--- src/rtl/adc_readout_pkg.sv ---
// Shared constants for the ADC readout path: lane geometry, header nibble and
// the one-hot drain-FSM state encodings used by adc_serial_deframer.
package adc_readout_pkg;

  localparam int NUM_ADC_BITS = 12;
  localparam int NUM_LANES    = 20;
  localparam int LANE_IDX_W   = 5;
  localparam int BIT_CNT_W    = $clog2(NUM_ADC_BITS);

  localparam logic [3:0] HDR_NIBBLE = 4'hA;

  localparam int DRAIN_W = 3;
  typedef logic [DRAIN_W-1:0] drain_state_t;

  localparam drain_state_t S_IDLE = drain_state_t'(32'b1 << 0);
  localparam drain_state_t S_HDR  = drain_state_t'(32'b1 << 1);
  localparam drain_state_t S_DATA = drain_state_t'(32'b1 << 2);

  function automatic logic [15:0] row_header(input logic [8:0] row);
    return {HDR_NIBBLE, 3'b000, row};
  endfunction

endpackage

--- src/rtl/adc_lane_shifter.sv ---
// One serial lane: MSB-first shift register plus the hold register that the
// drain side reads from. Strobe, completion and hold-load gating are shared.
module adc_lane_shifter
  import adc_readout_pkg::*;
#(
  parameter int W = NUM_ADC_BITS
) (
  input  logic         TX_CLK,
  input  logic         rst,
  input  logic         strobe,
  input  logic         complete,
  input  logic         load_hold,
  input  logic         din,
  output logic [W-1:0] hold
);

  logic [W-1:0] shreg;

  // The hold copy takes the final bit directly so it lands on the completing strobe
  always_ff @(posedge TX_CLK) begin
    if (rst) begin
      shreg <= '0;
      hold  <= '0;
    end else begin
      if (strobe) begin
        shreg <= {shreg[W-2:0], din};
      end
      if (complete && load_hold) begin
        hold <= {shreg[W-2:0], din};
      end
    end
  end

endmodule

--- src/rtl/adc_serial_deframer.sv ---
// Rebuilds MSB-first serial ADC samples per lane and drains them as 16-bit
// stream words. Optional row header word enabled by ADC_DESER_ROW_HEADER_EN.
module adc_serial_deframer
  import adc_readout_pkg::*;
(
  input  logic                 TX_CLK,
  input  logic                 rst,
  input  logic                 ro_busy,
  input  logic                 ADC_DATA_VALID,
  input  logic [8:0]           ROWADD,
  input  logic [NUM_LANES-1:0] DOUT,
  output logic [15:0]          out_data,
  output logic                 out_valid,
  input  logic                 out_ready,
  output logic                 out_last,
  output logic                 overrun
);

  localparam logic [BIT_CNT_W-1:0]  LAST_BIT  = BIT_CNT_W'(NUM_ADC_BITS - 1);
  localparam logic [LANE_IDX_W-1:0] LAST_LANE = LANE_IDX_W'(NUM_LANES - 1);

  logic                    dv_q;
  logic                    dv_q2;
  logic [NUM_LANES-1:0]    dout_q;
  logic [BIT_CNT_W-1:0]    bit_cnt;
  logic                    hold_full;
  logic                    strobe;
  logic                    complete;
  logic                    load_ok;
  logic                    handshake;
  logic                    drain_done;
  logic [NUM_ADC_BITS-1:0] hold [NUM_LANES];

  drain_state_t            state;
  drain_state_t            state_nxt;
  logic [LANE_IDX_W-1:0]   lane;
  logic [LANE_IDX_W-1:0]   lane_nxt;
  logic [15:0]             data_nxt;
  logic                    valid_nxt;
  logic                    last_nxt;

  // Input capture register and strobe-edge history
  always_ff @(posedge TX_CLK) begin
    if (rst) begin
      dv_q   <= 1'b0;
      dv_q2  <= 1'b0;
      dout_q <= '0;
    end else begin
      dv_q   <= ADC_DATA_VALID;
      dv_q2  <= dv_q;
      dout_q <= DOUT;
    end
  end

  // ro_busy low masks the strobe so an abort always wins over a bit
  assign strobe     = dv_q & ~dv_q2 & ro_busy;
  assign complete   = strobe & (bit_cnt == LAST_BIT);
  assign handshake  = out_valid & out_ready;
  assign drain_done = (state == S_DATA) & handshake & (lane == LAST_LANE);
  assign load_ok    = ~hold_full | drain_done;

  // Bit counter: cleared by abort, wraps on word completion
  always_ff @(posedge TX_CLK) begin
    if (rst) begin
      bit_cnt <= '0;
    end else if (!ro_busy) begin
      bit_cnt <= '0;
    end else if (complete) begin
      bit_cnt <= '0;
    end else if (strobe) begin
      bit_cnt <= bit_cnt + BIT_CNT_W'(1);
    end else begin
      bit_cnt <= bit_cnt;
    end
  end

  // Hold occupancy and sticky overrun
  always_ff @(posedge TX_CLK) begin
    if (rst) begin
      hold_full <= 1'b0;
      overrun   <= 1'b0;
    end else begin
      if (complete && load_ok) begin
        hold_full <= 1'b1;
      end else if (drain_done) begin
        hold_full <= 1'b0;
      end
      if (complete && !load_ok) begin
        overrun <= 1'b1;
      end
    end
  end

  for (genvar l = 0; l < NUM_LANES; l++) begin : g_lane
    adc_lane_shifter #(
      .W (NUM_ADC_BITS)
    ) u_lane (
      .TX_CLK    (TX_CLK),
      .rst       (rst),
      .strobe    (strobe),
      .complete  (complete),
      .load_hold (load_ok),
      .din       (dout_q[l]),
      .hold      (hold[l])
    );
  end

`ifdef ADC_DESER_ROW_HEADER_EN
  logic [8:0] row_tag;
  logic [8:0] hold_row;

  // Row tag follows the first bit of a word and travels with the held word
  always_ff @(posedge TX_CLK) begin
    if (rst) begin
      row_tag  <= 9'd0;
      hold_row <= 9'd0;
    end else begin
      if (strobe && (bit_cnt == BIT_CNT_W'(0))) begin
        row_tag <= ROWADD;
      end
      if (complete && load_ok) begin
        hold_row <= row_tag;
      end
    end
  end
`else
  logic rowadd_unused;
  assign rowadd_unused = ^ROWADD;
`endif

  // Drain FSM state register
  always_ff @(posedge TX_CLK) begin
    if (rst) begin
      state <= S_IDLE;
      lane  <= '0;
    end else begin
      state <= state_nxt;
      lane  <= lane_nxt;
    end
  end

  // Drain FSM next-state logic
  always_comb begin
    state_nxt = state;
    lane_nxt  = lane;
    case (state)
      S_IDLE: begin
        if (hold_full) begin
`ifdef ADC_DESER_ROW_HEADER_EN
          state_nxt = S_HDR;
`else
          state_nxt = S_DATA;
`endif
          lane_nxt  = '0;
        end else begin
          state_nxt = S_IDLE;
        end
      end
`ifdef ADC_DESER_ROW_HEADER_EN
      S_HDR: begin
        if (handshake) begin
          state_nxt = S_DATA;
        end else begin
          state_nxt = S_HDR;
        end
      end
`endif
      S_DATA: begin
        if (handshake && (lane == LAST_LANE)) begin
          state_nxt = S_IDLE;
          lane_nxt  = '0;
        end else if (handshake) begin
          lane_nxt  = lane + LANE_IDX_W'(1);
        end else begin
          lane_nxt  = lane;
        end
      end
      default: begin
        state_nxt = S_IDLE;
        lane_nxt  = '0;
      end
    endcase
  end

  // Output values for the next cycle; recomputing from held state keeps them stable under stall
  always_comb begin
    valid_nxt = (state_nxt != S_IDLE);
    data_nxt  = 16'h0000;
    last_nxt  = 1'b0;
    case (state_nxt)
      S_DATA: begin
        last_nxt = (lane_nxt == LAST_LANE);
        if (lane_nxt <= LAST_LANE) begin
          data_nxt = 16'(hold[lane_nxt]);
        end else begin
          data_nxt = 16'h0000;
        end
      end
`ifdef ADC_DESER_ROW_HEADER_EN
      S_HDR: begin
        data_nxt = row_header(hold_row);
      end
`endif
      default: begin
        data_nxt = 16'h0000;
        last_nxt = 1'b0;
      end
    endcase
  end

  // Registered stream outputs
  always_ff @(posedge TX_CLK) begin
    if (rst) begin
      out_data  <= 16'h0000;
      out_valid <= 1'b0;
      out_last  <= 1'b0;
    end else begin
      out_data  <= data_nxt;
      out_valid <= valid_nxt;
      out_last  <= last_nxt;
    end
  end

endmodule

--- config.mk ---
export PLATFORM = sky130hd
export DESIGN_NAME = adc_serial_deframer
export DESIGN_NICKNAME = d
export VERILOG_FILES = /design/src/rtl/adc_readout_pkg.sv /design/src/rtl/adc_lane_shifter.sv /design/src/rtl/adc_serial_deframer.sv
export SDC_FILE = /design/constraint.sdc
export NUM_CORES = 1
export LEC_CHECK = 0
export BUFFER_PORTS_ARGS = -buffer_cell sky130_fd_sc_hd__buf_4
export CAP_MARGIN = 20
export CORE_ASPECT_RATIO = 0.6
export CORE_MARGIN = 2
export CORE_UTILIZATION = 40
export DETAILED_ROUTE_END_ITERATION = 10
export PLACE_DENSITY_LB_ADDON = 0.25
export RECOVER_POWER = 100
export SLEW_MARGIN = 20
export SYNTH_ARGS = -nofsm -noshare
export SYNTH_HDL_FRONTEND = slang
export SYNTH_SLANG_ARGS = --single-unit
--- constraint.sdc ---
create_clock -name TX_CLK -period 2.1 [get_ports TX_CLK]
set_clock_uncertainty 0.05 [all_clocks]
set_input_delay 0.105 -clock TX_CLK [delete_from_list [all_inputs] [get_ports TX_CLK]]
set_output_delay 0.105 -clock TX_CLK [all_outputs]
set_load 0.02 [all_outputs]
# Yosys cells after proc, flatten, opt, wreduce, memory -nomap -nowiden
# Index checks and enable logic that the tools add are counted.
# totals
reg_bits,514
inputBits,34
out_inout_bits,19
elab_cells,96
# op_classes
n_addsub,2
magnitude_cmp,2
n_eq_ne,7
mux,12
bitwise_logic,13
n_reduce_logical,8
# op_table
operator,n
binary-select mux 12 bit (select 5 bit),1
2-to-1 mux 12 bit,2
2-to-1 mux 5 bit,3
equality test 5 bit (second input constant),2
one-hot mux 5 bit (2 select lines),1
AND 1 bit,6
equality test 3 bit (second input constant),2
>= comparator 6 bit (second input constant),1
2-to-1 mux 3 bit,2
inverter 5 -> 6 bit,1
one-hot mux 3 bit (2 select lines),1
OR reduction 3 bit,2
adder 5 x 1 -> 5 bit (second input constant),1
less-or-equal comparator 5 bit (second input constant),1
inverter 1 bit,5
adder 4 x 1 -> 4 bit (second input constant),1
equality test 4 bit (second input constant),1
equality test 3 x 1 -> 1 bit (second input constant),1
logical AND 1 bit,3
!= test 3 x 1 -> 1 bit (second input constant),1
2-to-1 mux 1 bit,2
nonzero test 2 bit,1
OR reduction 2 bit,1
zero test 1 bit,1
OR 1 bit,1

# Depth between registers and ports, before layout
# logic_depth
word_depth,8
ltp_mapped,11
depth_no_buf,8

# By module
# A second synthesis with hierarchy kept.
# unflattened
hier_cells,2355
area_unflattened_um2,22885.7
# by_module_without_submodules
module,instances,cells_per_inst,area_per_inst_um2,seq_area_each_um2
adc_lane_shifter,20,88,943.4,460.4
adc_serial_deframer,1,595,4017.6,1001.0

# Worst setup path after synthesis
# No wires, ideal clock.
# synth_path
path_kind,reg-to-reg
start,reg out_valid
end,reg out_data[8]
setup_time_ns,0.064
t_arrival_ns,2.129
required_time_ns,1.986
slack_ns,-0.143
path_stages_with_launch,8
n_path_buf,0
synth_period_minus_slack_ns,2.243
path_cell_list,dfxtp_1 > and2_1 > nand3_1 > a311oi_2 > nand3_2 > a2111oi_0 > a31oi_1 > nand4_1
# synth_via
elab_chain_cells,8
word_cells_on_any_way,16
cone_classes,order compare (1); eq/ne (1); mux (8); bitwise (4); reduce/logical (2)
# synth_lines
element,line,source
start: declaration,adc_serial_deframer.sv:13,"output logic out_valid,"
start signal: assignment,adc_serial_deframer.sv:219,out_valid <= valid_nxt;
AND 1 bit *,adc_serial_deframer.sv:58,assign handshake = out_valid & out_ready;
2-to-1 mux 5 bit or logical AND 1 bit (tied branches),"adc_serial_deframer.sv:172, adc_serial_deframer.sv:169",
2-to-1 mux 5 bit,adc_serial_deframer.sv:169,if (handshake && (lane == LAST_LANE)) begin
one-hot mux 5 bit (2 select lines),adc_serial_deframer.sv:146,case (state)
inverter 5 -> 6 bit (implied by the code),adc_serial_deframer.sv:194,data_nxt = 16'(hold[lane_nxt]);
binary-select mux 12 bit (select 5 bit),adc_serial_deframer.sv:194,
2-to-1 mux 12 bit (implied by the code) (2 in series),adc_serial_deframer.sv:194,
end signal: assignment,adc_serial_deframer.sv:218,out_data <= data_nxt;
end: declaration,adc_serial_deframer.sv:12,"output logic [15:0] out_data,"
# Every way passes the cells marked *; elsewhere a longest branch is shown, timed or not. The select of a mux whose other input is x is not followed.
# A chain may end at the register's enable or synchronous reset.

# Worst setup path in the final report
# layout_path
start,reg state[0]
end,reg out_data[0]
# layout_via
elab_chain_cells,6
word_cells_on_any_way,14
cone_classes,order compare (1); eq/ne (3); mux (6); bitwise (3); reduce/logical (1)
# layout_lines
element,line,source
start: declaration,adc_serial_deframer.sv:34,drain_state_t state;
start signal: assignment,adc_serial_deframer.sv:137,state <= state_nxt;
equality test 3 bit or equality test 3 x 1 -> 1 bit (tied branches),adc_serial_deframer.sv:146,
one-hot mux 5 bit (2 select lines),adc_serial_deframer.sv:146,
inverter 5 -> 6 bit (implied by the code),adc_serial_deframer.sv:194,
binary-select mux 12 bit (select 5 bit),adc_serial_deframer.sv:194,
2-to-1 mux 12 bit (implied by the code) (2 in series),adc_serial_deframer.sv:194,
# Parallel ways exist; a longest one is shown, timed or not. The select of a mux whose other input is x is not followed.

==> impl_metrics.ini <==
[final_layout]
nNetsFinal = 2675
fillerInstances = 4594
layout-drive-gt1-share_pct = 13.86
area.growth.synth_to_final_pct = 24.38
multi_input_area_sq_mm = 0.009019
post-route-cell-area_sq_mm = 0.02420
diodes = 0
final-seq-area_sq_mm = 0.01022

[floorplan]
fp.dieArea_sq_mm = 0.05047
die_y_microns = 174.8
num_io_pins = 53
die_w_microns = 288.7
rows = 62
core_area_sq_mm = 0.04794
start_util_pct = 40.58

[timing]
hold_viol_final = 0
fin_crit_sh_pct = 114.8
rsz0062_at_grt = true
layout_min_cycle_time_ns = 2.411
setup_viol = 287
max_slew.worst_pin.slew_ns = 0.9958
maxSlewViolCount = 0
fin_ws_ns = -0.3106
slew_headroom_pct = 33.61
fmax_mhz = 414.8

[clock_network]
htreeDepth = 2
clkSlewWorstSetupHoldPaths_ns = 0.06
clk_latency_ns = 0.57
clock_path_buffers = 3
cts_sinks = 510
cts_made_buffers = 46
cts_root_buf = clkbuf_16
cts_tree = built

[synth]
synth_cell_type_count = 53
yosysTopAreaCellShare_pct = 52.48
synth.cell_area_sq_mm = 0.01945
synth_flop_cell = dfxtp_1
yosysSeqAreaShare_pct = 52.48
yosys.area.top_type = dfxtp_1
synth_edf_count = 0
yosys-top-cells-area = dfxtp_1, nand2_1, a21oi_1
ys_ff_latch = 510
synthArstFlopShare_pct = 0
ys.warnings.count = 0
synth.avg_cell_area_sq_um = 7.635
synth_cells = 2548

[placement]
dp_hpwl_microns = 36140
dp_slack_ns = -0.4179
gp_congestion = 0.8788
port_buffers = 39
placed_area_sq_mm = 0.02122

[routing]
wl_microns = 58640
detail_route.wl_per_cell_microns = 17.72
dr.pass1.iters = 8
vias_per_cell = 5.296
dr.first_iter.drc_count = 1813
drc = 0
ant_nets = 0
vias = 17525

[worst_setup_path]
cp-end-kind = flop
start_kind = flop
critical_path_arrival_ns = 2.80
worst-endpoint-required_ns = 2.49
worst-r2r-setup-slack_ns = -0.31
crit_fanout = 6
criticalPathCategory = reg2reg

[global_routing]
grt-ovfl-total = 0
grt_util_all_layers_pct = 22.75
grt_max_degree = 194
grt_pass1_vias = 16188
grt_pass1_wl_microns = 91670
antenna_found_initial = 1

[power_and_ir_drop]
power_density_mw_per_mm2 = 771.9
vdd_ir_drop_max_v = 0.0006221
leakage_nw = 8.031

[status]
status = complete, but fails checks
violations = setup timing

[hold_path]
holdCritPathClass = in2reg

[job]
cap_violations = 0
[critical path, stage by stage (launching register included)]
cell	delay, ns
dfxtp_4	0.35
or3b_4	0.45
nor4_1	0.35
buf_4	0.19
a311oi_4	0.06
buf_6	0.16
nand3_4	0.09
nor2_4	0.05
buf_12	0.14
buf_12	0.15
a21oi_4	0.16
nand3_1	0.08
[cell usage after synthesis (2+ instances only)]
master,n
xnor2_1,4
buf_4,6
nand2_1,1068
and2_1,4
inv_1,2
nor2b_1,22
xor2_1,2
a211oi_1,12
nor4_1,3
nor3b_1,2
nand3_2,2
nor2_2,2
o211ai_1,3
a221oi_1,9
nor3b_2,2
mux2i_1,25
clkbuf_1,146
ha_1,2
dfxtp_1,510
a21oi_2,8
buf_2,41
buf_1,3
nand4_1,12
a31oi_1,4
a21oi_1,521
a22oi_1,12
nand3_1,64
buf_6,3
nor2_1,17
a32oi_1,14
[cell families after synthesis]
group                    count (synthesis)  synth area share (%)
other                                    1               0.01928
flip-flops                             510                 52.48
XOR/XNOR                                 6                0.2701
AO/OA/AOI/OAI                          591                 16.36
multiplexers                            25                 1.286
AND/OR/NAND/NOR                       1212                 25.08
adder cells (fa/ha/maj)                  2                0.1286
buffers and inverters                  201                 4.374
[power by group]
| group | internal (W) | leakage (nW) | total, W | switching [W] |
|---|---|---|---|---|
| logic | 0.000160 | 3.18 | 0.000519 | 0.000358 |
| clock network | 0.00475 | 0.739 | 0.00842 | 0.00367 |
| registers | 0.00971 | 4.12 | 0.00974 | 0.0000340 |
| total | 0.0146 | 8.03 | 0.0187 | 0.00406 |
[cells in the final DEF, fill, tap and decap left out, types with 6 or more instances in the layout]
| cell type | count |
|---|---|
| a211oi_1 | 9 |
| a21oi_1 | 513 |
| a21oi_2 | 8 |
| a21oi_4 | 8 |
| a22oi_2 | 8 |
| a32oi_1 | 12 |
| buf_12 | 34 |
| buf_16 | 11 |
| buf_4 | 122 |
| buf_6 | 18 |
| clkbuf_1 | 23 |
| clkbuf_16 | 48 |
| clkbuf_8 | 13 |
| clkinv_2 | 8 |
| dfxtp_1 | 504 |
| dlygate4sd3_1 | 23 |
| mux2i_1 | 15 |
| mux2i_4 | 7 |
| nand2_1 | 1061 |
| nand2_2 | 6 |
| nand3_1 | 59 |
| nand4_1 | 12 |
| nor2_1 | 12 |
| nor2b_1 | 22 |
[cell type report]
type                            count  share of cell area (%)
Clock buffer                       67                   5.667
Clock inverter                     11                  0.4499
Inverter                            2                 0.03103
Multi-Input combinational cell   1842                   37.27
Sequential cell                   510                   42.25
Tap cell                          640                   3.309
Timing Repair Buffer              237                   11.02
[flip-flops by register name (all words and copies together) (netlist names)]
| name | cells |
|---|---|
| dout_q | 20 |
| g_lane.u_lane.shreg | 220 |
| state | 3 |
| lane | 5 |
| out_valid | 1 |
| dv_q2 | 1 |
| overrun | 1 |
| hold_full | 1 |
| out_data | 12 |
| out_last | 1 |
| dv_q | 1 |
| bit_cnt | 4 |
| g_lane.u_lane.hold | 240 |
[timing repair]
| action | CTS | global route |
|---|---|---|
| gates cloned | 12 | 1 |
| hold buffers | 23 | 0 |
| pin swaps | 30 | 28 |
| resized for setup | 108 | 35 |
| setup buffers | 24 | 16 |
| setup endpoints to repair | 253 | 253 |
| hold endpoints to repair | 26 | 0 |
[stage by stage]
| step | setup TNS, ns | cells | utilization, % | hold slack [ns] | power [W] |
|---|---|---|---|---|---|
| 4_1_cts | -34.60 | 3292 | 49.97 | 0.2184 | 0.01882 |
| 2_1_floorplan | -0.1631 | 2552 | - | 0.1832 | 0.01022 |
| 3_5_place_dp | -39.73 | 3160 | 44.26 | 0.2694 | 0.01042 |
| 6_report | -37.06 | 3309 | 50.47 | 0.2385 | 0.01868 |
| 3_3_place_gp | -25.14 | 3160 | 44.26 | 0.2666 | 0.01041 |
| 5_1_grt | -63.69 | 3309 | 50.47 | 0.2464 | 0.01927 |
[path summary, 6_finish.rpt]
path	start	end	depth (start not counted)
max	state[0]	out_data[0]	11
min	DOUT[11]	dout_q[11]	3
max reg2reg	state[0]	out_data[0]	11
min reg2reg	dout_q[1]	g_lane[1].u_lane.shreg[0]	2
[per-layer routing]
metal  GRT usage (%)  share of wire, %  vias up
met5               0                 0        -
met4           4.961               1.7        0
met3           4.726               7.9       77
met2           32.10                41      526
met1           35.17                49     8362
li1                -                 -     8560
Power figures use the tool's default switching activity.
